<file path="config.mk">
export PLATFORM = sky130hd
export DESIGN_NAME = axis_sync_fifo_flat
export DESIGN_NICKNAME = d
export VERILOG_FILES = /design/src/rtl/fifo_pkg.sv /design/src/rtl/axis_sync_fifo_if.sv /design/src/rtl/axis_fifo_ptr_ctrl.sv /design/src/rtl/axis_sync_fifo.sv /design/src/flat_wrapper.sv
export SDC_FILE = /design/constraint.sdc
export NUM_CORES = 1
export LEC_CHECK = 0
export ABC_AREA = 1
export CORE_UTILIZATION = 55
export CTS_CLUSTER_DIAMETER = 60
export DETAILED_ROUTE_END_ITERATION = 10
export PLACE_DENSITY_LB_ADDON = 0.05
export RECOVER_POWER = 25
export SYNTH_ARGS = -nofsm -noshare
export SYNTH_HDL_FRONTEND = slang
export SYNTH_HIERARCHICAL = 1
export SYNTH_SLANG_ARGS = --single-unit
</file>
<file path="constraint.sdc">
create_clock -name clk -period 2.4 [get_ports clk]
set_input_delay 0.48 -clock clk [delete_from_list [all_inputs] [get_ports clk]]
set_output_delay 0.48 -clock clk [all_outputs]
set_load 0.02 [all_outputs]
</file>
<file path="src/rtl/fifo_pkg.sv">
// Shared constants and pointer arithmetic for the AXI-Stream synchronous FIFO.
// Holds the default parameter values and the wrap-aware occupancy helper.
package fifo_pkg;

    localparam int unsigned DEF_DATA_WIDTH    = 8;
    localparam int unsigned DEF_DEPTH         = 128;
    localparam int unsigned DEF_AFULL_MARGIN  = 4;    // almost-full sits this far below DEPTH
    localparam int unsigned DEF_AEMPTY_THRESH = 4;
    localparam int unsigned PTR_CALC_W        = 32;   // widest pointer the helper handles

    // Occupancy from two wrap-bit pointers: (wr - rd) mod 2^ptr_w.
    function automatic logic [PTR_CALC_W-1:0] ptr_count(
        input logic [PTR_CALC_W-1:0] wr_ptr,
        input logic [PTR_CALC_W-1:0] rd_ptr,
        input int unsigned           ptr_w
    );
        logic [PTR_CALC_W-1:0] mask;
        mask = (PTR_CALC_W'(1) << ptr_w) - PTR_CALC_W'(1);
        return (wr_ptr - rd_ptr) & mask;
    endfunction

endpackage

</file>
<file path="src/rtl/axis_sync_fifo_if.sv">
// AXI-Stream producer/consumer bundle around the FIFO.
// slave  : FIFO view (accepts s_axis_*, drives m_axis_*).
// master : environment view (drives s_axis_*, accepts m_axis_*).
interface axis_sync_fifo_if
    import fifo_pkg::*;
#(
    parameter int unsigned DATA_WIDTH = DEF_DATA_WIDTH
);

    logic [DATA_WIDTH-1:0] s_axis_fifo_data;
    logic                  s_axis_fifo_valid;
    logic                  s_axis_fifo_ready;
    logic [DATA_WIDTH-1:0] m_axis_fifo_data;
    logic                  m_axis_fifo_data_valid;
    logic                  m_axis_fifo_data_ready;

    modport slave (
        input  s_axis_fifo_data,
        input  s_axis_fifo_valid,
        output s_axis_fifo_ready,
        output m_axis_fifo_data,
        output m_axis_fifo_data_valid,
        input  m_axis_fifo_data_ready
    );

    modport master (
        output s_axis_fifo_data,
        output s_axis_fifo_valid,
        input  s_axis_fifo_ready,
        input  m_axis_fifo_data,
        input  m_axis_fifo_data_valid,
        output m_axis_fifo_data_ready
    );

endinterface

</file>
<file path="src/rtl/axis_fifo_ptr_ctrl.sv">
// Pointer controller for the synchronous FIFO: wrap-bit read/write pointers,
// push/pop qualification, flush/reset, and full/empty/count/almost flags.
// Ports: clk, reset (async, active-high), flush, s_valid, m_ready in;
//        wr_addr, rd_addr, push_c, s_ready, m_valid, full, empty,
//        almost_full, almost_empty, count out.
// Build option: AXIS_SYNC_FIFO_ALMOST_FLAGS_EN enables threshold almost-flags;
// otherwise almost_full/almost_empty mirror full/empty.
module axis_fifo_ptr_ctrl
    import fifo_pkg::*;
#(
    parameter int unsigned DEPTH         = DEF_DEPTH,
    parameter int unsigned PTR_SIZE      = $clog2(DEPTH),
    parameter int unsigned AFULL_THRESH  = DEPTH - DEF_AFULL_MARGIN,
    parameter int unsigned AEMPTY_THRESH = DEF_AEMPTY_THRESH
) (
    input  logic                clk,
    input  logic                reset,
    input  logic                flush,
    input  logic                s_valid,
    input  logic                m_ready,
    output logic [PTR_SIZE-1:0] wr_addr,
    output logic [PTR_SIZE-1:0] rd_addr,
    output logic                push_c,
    output logic                s_ready,
    output logic                m_valid,
    output logic                full,
    output logic                empty,
    output logic                almost_full,
    output logic                almost_empty,
    output logic [PTR_SIZE:0]   count
);

    localparam int unsigned PTR_W = PTR_SIZE + 1;

    typedef logic [PTR_SIZE:0] ptr_t;

    ptr_t wr_ptr_q, wr_ptr_d;
    ptr_t rd_ptr_q, rd_ptr_d;
    logic pop_c;

    // Status derived purely from the registered pointers.
    assign empty   = (wr_ptr_q == rd_ptr_q);
    assign full    = (wr_ptr_q[PTR_SIZE] != rd_ptr_q[PTR_SIZE]) &&
                     (wr_ptr_q[PTR_SIZE-1:0] == rd_ptr_q[PTR_SIZE-1:0]);
    assign count   = PTR_W'(ptr_count(PTR_CALC_W'(wr_ptr_q), PTR_CALC_W'(rd_ptr_q), PTR_W));
    assign s_ready = !full;
    assign m_valid = !empty;
    assign push_c  = s_valid && s_ready;
    assign pop_c   = m_valid && m_ready;
    assign wr_addr = wr_ptr_q[PTR_SIZE-1:0];
    assign rd_addr = rd_ptr_q[PTR_SIZE-1:0];

`ifdef AXIS_SYNC_FIFO_ALMOST_FLAGS_EN
    if (AFULL_THRESH > DEPTH) begin : g_bad_afull
        $error("AFULL_THRESH must not exceed DEPTH");
    end
    if (AEMPTY_THRESH >= DEPTH) begin : g_bad_aempty
        $error("AEMPTY_THRESH must be below DEPTH");
    end

    assign almost_full  = (count >= PTR_W'(AFULL_THRESH));
    assign almost_empty = (count <= PTR_W'(AEMPTY_THRESH));
`else
    // Thresholds have no effect in this build; kept so both builds share parameters.
    localparam int unsigned unused_thresh = AFULL_THRESH + AEMPTY_THRESH;

    assign almost_full  = full;
    assign almost_empty = empty;
`endif

    // Next pointers: flush wins over any push/pop in the same cycle.
    always_comb begin
        wr_ptr_d = wr_ptr_q;
        rd_ptr_d = rd_ptr_q;
        if (flush) begin
            wr_ptr_d = '0;
            rd_ptr_d = '0;
        end else begin
            if (push_c) wr_ptr_d = wr_ptr_q + PTR_W'(1);
            if (pop_c)  rd_ptr_d = rd_ptr_q + PTR_W'(1);
        end
    end

    always_ff @(posedge clk or posedge reset) begin
        if (reset) begin
            wr_ptr_q <= '0;
            rd_ptr_q <= '0;
        end else begin
            wr_ptr_q <= wr_ptr_d;
            rd_ptr_q <= rd_ptr_d;
        end
    end

endmodule

</file>
<file path="src/rtl/axis_sync_fifo.sv">
// Single-clock first-word-fall-through AXI-Stream FIFO.
// Ports: clk, reset (async, active-high), flush (sync clear),
//        axis (slave modport: s_axis_fifo_* in, m_axis_fifo_* out),
//        full, empty, almost_full, almost_empty, count (0..DEPTH).
// Build option: AXIS_SYNC_FIFO_ALMOST_FLAGS_EN selects threshold-based
// almost-flags (AFULL_THRESH / AEMPTY_THRESH); otherwise they equal full/empty.
module axis_sync_fifo
    import fifo_pkg::*;
#(
    parameter int unsigned DATA_WIDTH    = DEF_DATA_WIDTH,
    parameter int unsigned DEPTH         = DEF_DEPTH,
    parameter int unsigned PTR_SIZE      = $clog2(DEPTH),
    parameter int unsigned AFULL_THRESH  = DEPTH - DEF_AFULL_MARGIN,
    parameter int unsigned AEMPTY_THRESH = DEF_AEMPTY_THRESH
) (
    input  logic                clk,
    input  logic                reset,
    input  logic                flush,
    axis_sync_fifo_if.slave     axis,
    output logic                full,
    output logic                empty,
    output logic                almost_full,
    output logic                almost_empty,
    output logic [PTR_SIZE:0]   count
);

    if (DEPTH < 2 || (DEPTH & (DEPTH - 1)) != 0) begin : g_bad_depth
        $error("DEPTH must be a power of two and at least 2");
    end
    if ((1 << PTR_SIZE) != DEPTH) begin : g_bad_ptr_size
        $error("PTR_SIZE must equal clog2(DEPTH)");
    end

    logic [PTR_SIZE-1:0]   wr_addr;
    logic [PTR_SIZE-1:0]   rd_addr;
    logic                  push_c;
    logic [DATA_WIDTH-1:0] mem_q [DEPTH];

    axis_fifo_ptr_ctrl #(
        .DEPTH         (DEPTH),
        .PTR_SIZE      (PTR_SIZE),
        .AFULL_THRESH  (AFULL_THRESH),
        .AEMPTY_THRESH (AEMPTY_THRESH)
    ) u_ptr_ctrl (
        .clk          (clk),
        .reset        (reset),
        .flush        (flush),
        .s_valid      (axis.s_axis_fifo_valid),
        .m_ready      (axis.m_axis_fifo_data_ready),
        .wr_addr      (wr_addr),
        .rd_addr      (rd_addr),
        .push_c       (push_c),
        .s_ready      (axis.s_axis_fifo_ready),
        .m_valid      (axis.m_axis_fifo_data_valid),
        .full         (full),
        .empty        (empty),
        .almost_full  (almost_full),
        .almost_empty (almost_empty),
        .count        (count)
    );

    // Storage is never reset or flushed; only the pointers define contents.
    always_ff @(posedge clk) begin
        if (push_c) mem_q[wr_addr] <= axis.s_axis_fifo_data;
    end

    // Fall-through head: the write port never targets rd_addr while not empty.
    assign axis.m_axis_fifo_data = mem_q[rd_addr];

endmodule

</file>
<file path="src/flat_wrapper.sv">
// flat-port wrapper written by rule: the top's interface ports become plain ports
module axis_sync_fifo_flat import fifo_pkg::*;
#(
    parameter int unsigned DATA_WIDTH    = DEF_DATA_WIDTH,
    parameter int unsigned DEPTH         = DEF_DEPTH,
    parameter int unsigned PTR_SIZE      = $clog2(DEPTH),
    parameter int unsigned AFULL_THRESH  = DEPTH - DEF_AFULL_MARGIN,
    parameter int unsigned AEMPTY_THRESH = DEF_AEMPTY_THRESH
)
  (clk, reset, flush, full, empty, almost_full, almost_empty, count, axis_s_axis_fifo_data, axis_s_axis_fifo_valid, axis_s_axis_fifo_ready, axis_m_axis_fifo_data, axis_m_axis_fifo_data_valid, axis_m_axis_fifo_data_ready);
  axis_sync_fifo_if #(.DATA_WIDTH(DATA_WIDTH)) axis_i ();
  input  logic clk;
  input  logic reset;
  input  logic flush;
  output logic full;
  output logic empty;
  output logic almost_full;
  output logic almost_empty;
  output logic [PTR_SIZE:0] count;
  input wire logic [$bits(axis_i.s_axis_fifo_data)-1:0] axis_s_axis_fifo_data;
  input wire logic [$bits(axis_i.s_axis_fifo_valid)-1:0] axis_s_axis_fifo_valid;
  output wire logic [$bits(axis_i.s_axis_fifo_ready)-1:0] axis_s_axis_fifo_ready;
  output wire logic [$bits(axis_i.m_axis_fifo_data)-1:0] axis_m_axis_fifo_data;
  output wire logic [$bits(axis_i.m_axis_fifo_data_valid)-1:0] axis_m_axis_fifo_data_valid;
  input wire logic [$bits(axis_i.m_axis_fifo_data_ready)-1:0] axis_m_axis_fifo_data_ready;
  assign axis_i.s_axis_fifo_data = axis_s_axis_fifo_data;
  assign axis_i.s_axis_fifo_valid = axis_s_axis_fifo_valid;
  assign axis_s_axis_fifo_ready = axis_i.s_axis_fifo_ready;
  assign axis_m_axis_fifo_data = axis_i.m_axis_fifo_data;
  assign axis_m_axis_fifo_data_valid = axis_i.m_axis_fifo_data_valid;
  assign axis_i.m_axis_fifo_data_ready = axis_m_axis_fifo_data_ready;
  axis_sync_fifo #(.DATA_WIDTH(DATA_WIDTH), .DEPTH(DEPTH), .PTR_SIZE(PTR_SIZE), .AFULL_THRESH(AFULL_THRESH), .AEMPTY_THRESH(AEMPTY_THRESH)) u_core (.clk(clk), .reset(reset), .flush(flush), .axis(axis_i), .full(full), .empty(empty), .almost_full(almost_full), .almost_empty(almost_empty), .count(count));
endmodule
</file>
==> reports/metrics.yaml <==
max_freq_mhz: 290
nFillCells: 5591
synth_fa_ha_area_share_pct: 0.305
wl_per_cell_microns: 24.7
synth_compound_area_share_pct: 0.144
antenna_found_initial: 1
final_nets: 4134
fin_ws_ns: -1.05
busiest_layer: "met2"
ys_ff_latch: 1040
area_growth_pct: 23.8
synthCells: 3790
num_antenna_cells: 0
grt_util_met3_pct: 5.86
initial_utilization_pct: 55.8
clock_sinks: 1040
ys_seq_area_share_pct: 71.7
grt_max_degree: 129
insertion_delay_ns: 0.66
worstSetupPathType: "reg2out"
grt_usage_pct: 32.2
finalHoldViolCount: 0
muxShareOfSynthArea_pct: 0
setup_viol: 1049
synthesis.nets: 3813
ys_types: 29
root_buffer: "clkbuf_16"
yosys.area_share.simple_pct: 23.9
grtUsageMet2_pct: 50.5
crit_required_ns: 1.92
slew_viol_final: 60
leakagePower_nw: 19.9
critPathLaunch: "u_core/u_ptr_ctrl/rd_ptr_q[0]"
portBuffers: 34
timing.rr.start: "u_core/u_ptr_ctrl/rd_ptr_q[0]"
cts-htree-levels: 3
dp_hpwl_mm: 74.1
gr-total-overflow: 0
netlist_area_sq_um: 43500
mostFrequentLayoutCell: "nand2_1"
fin_crit_sh_pct: 144
vias_per_cell: 5.97
cts_tree: "yes"
ios: 35
grt_pass1_wl_mm: 193
holdBufCountCts: 0
synth_xor_area_share_pct: 0.181
period_minus_slack_ns: 3.45
status: "finished, violations left"
ir_worst_vdd_uv: 704
async_flop_share_pct: 1.54
via_count: 31300
drt_iter0_drc: 3789
most-common-layout-cells: "1,211 x nand2_1, 1,024 x edfxtp_1, 840 x nand3_1"
die_y_microns: 283
max_cap_viol_count: 2
row_count: 102
drive_gt1_share_pct: 20.5
antenna_left: 0
cts_buffers: 106
synth_edf_count: 1024
synth_top_family_by_area: "simple AND/OR/NAND/NOR gates"
coreArea_sq_um: 77800
critPathLaunchType: "flop"
gp_congestion: 0.907
fin_hold_ws_ns: 0.217
drc: 0
relSlewSlack_pct: -43.1
yosys_warnings: 6
clock_path_buffers: 3
synth_flop_cell: "edfxtp_1"
grt_util_met1_pct: 45.3
synth_area_per_cell_sq_um: 11.5
worst_slew_pin_slew_ns: 2.15
cts.clk_slew.worst_paths_ns: 0.06
wirelength_mm: 130
hold_path.class: "in2async"
critPathCaptureType: "output port"
p_per_area_nw_per_um2: 854
die_area_sq_um: 80200
grt_pass1_vias: 30400
critPathMaxFanout: 15
violations: "capacitance limit, slew limit, setup timing"
dpl.cell_count: 4967
firstDrtPassIters: 6
rsz0062_at_grt: "yes"
finalNonFillerCells: 5237
die_w_microns: 283
fin_skew_ns: 0.0220
arrival_ns: 2.97
## sequential cells by signal, indices dropped and copies added, names as in the netlist
signal,cells
u_core/u_ptr_ctrl/rd_ptr_q,8
u_core/u_ptr_ctrl/wr_ptr_q,8
u_core/mem_q,1024
## per-stage QoR
stage                     power, W  setup slack, ns  area, sq um  utilization, %  setup TNS, ns
after floorplan             0.0245           -0.216        43500               -        -152.17
after global placement      0.0271            -1.13        47300            60.8        -348.22
after detailed placement    0.0272            -1.18        47300            60.8        -377.08
after CTS                   0.0457            -1.02        53200            68.3        -192.56
after global routing        0.0473            -1.10        53800            69.1        -481.68
final                       0.0459            -1.05        53800            69.1        -401.71
## per-layer routing
metal / wire length [microns] / vias up
li1: - / 13900
met1: 51100 / 15300
met2: 60400 / 1763
met3: 13300 / 268
met4: 4770 / 2
met5: 10 / -
## logic make-up (layout without fill, tap and decap cells)
group           count (synthesis)  in the layout
compound gates                 11             11
simple gates                 2421           2421
fa+ha+maj                      10             10
buf+inv                       299            706
xor+xnor                        9              9
flops                        1040           1040
## cell usage after synthesis (4+ instances only)
library cell	instances	area share [%]
xnor2_1	4	0.081
inv_1	44	0.38
inv_2	4	0.035
clkbuf_1	37	0.32
buf_4	56	0.97
buf_1	14	0.12
nor2_1	155	1.3
buf_6	22	0.57
ha_1	9	0.26
edfxtp_1	1024	71
a21oi_1	4	0.046
buf_2	121	1.4
dfrtp_1	16	0.92
nand2_1	1288	11
nor3_1	8	0.092
nand3_1	960	11
xor2_1	5	0.10
## timing repair
item,CTS,global route
buffers inserted,34,10
cloned,29,4
setup endpoints to repair,1046,1046
pin swaps,51,35
gates resized for setup,385,120
## worst max-delay path: stages, from the launching register on
cell and delay, ns:
dfrtp_4 0.51, buf_6 0.13, buf_12 0.17, buf_8 0.17, buf_8 0.17, nand2_1 0.08, nand3_1 0.13, nand3_2 0.09
nand3_2 0.08, nand2_2 0.09, nand2_4 0.11, nand3_1 0.09, nand2_2 0.11, nand2_2 0.07, nand2_4 0.14, buf_6 0.13
## cell type report
cell class / count / area (sq um) / area share, %
Sequential cell: 1040 / 31200 / 57.9
Multi-Input combinational cell: 2451 / 11800 / 22.0
Timing Repair Buffer: 459 / 5600 / 10.4
Clock buffer: 127 / 2820 / 5.23
Tap cell: 1040 / 1300 / 2.42
Clock inverter: 67 / 783 / 1.46
Inverter: 49 / 251 / 0.467
Timing Repair inverter: 4 / 73.8 / 0.137
## path summary, 6_finish.rpt
check | end | slack, ns | cells after the start
setup / recovery | axis_m_axis_fifo_data[4] | -1.05 | 15
hold / removal | u_core/u_ptr_ctrl/wr_ptr_q[6] | 0.22 | 2
setup reg to reg | u_core/mem_q[120][3] | -0.48 | 14
hold reg to reg | u_core/u_ptr_ctrl/rd_ptr_q[7] | 0.61 | 2
max in group asynchronous | u_core/u_ptr_ctrl/rd_ptr_q[1] | 1.71 | 2
min in group clk | u_core/mem_q[88][7] | 0.45 | 2
## power breakdown
part	internal (W)	switching [W]	total, W
sequential	0.0200	0.0000363	0.0200
combinational	0.00341	0.00542	0.00883
clock	0.0102	0.00693	0.0171
No activity file was read; power rests on OpenSTA's default activity.
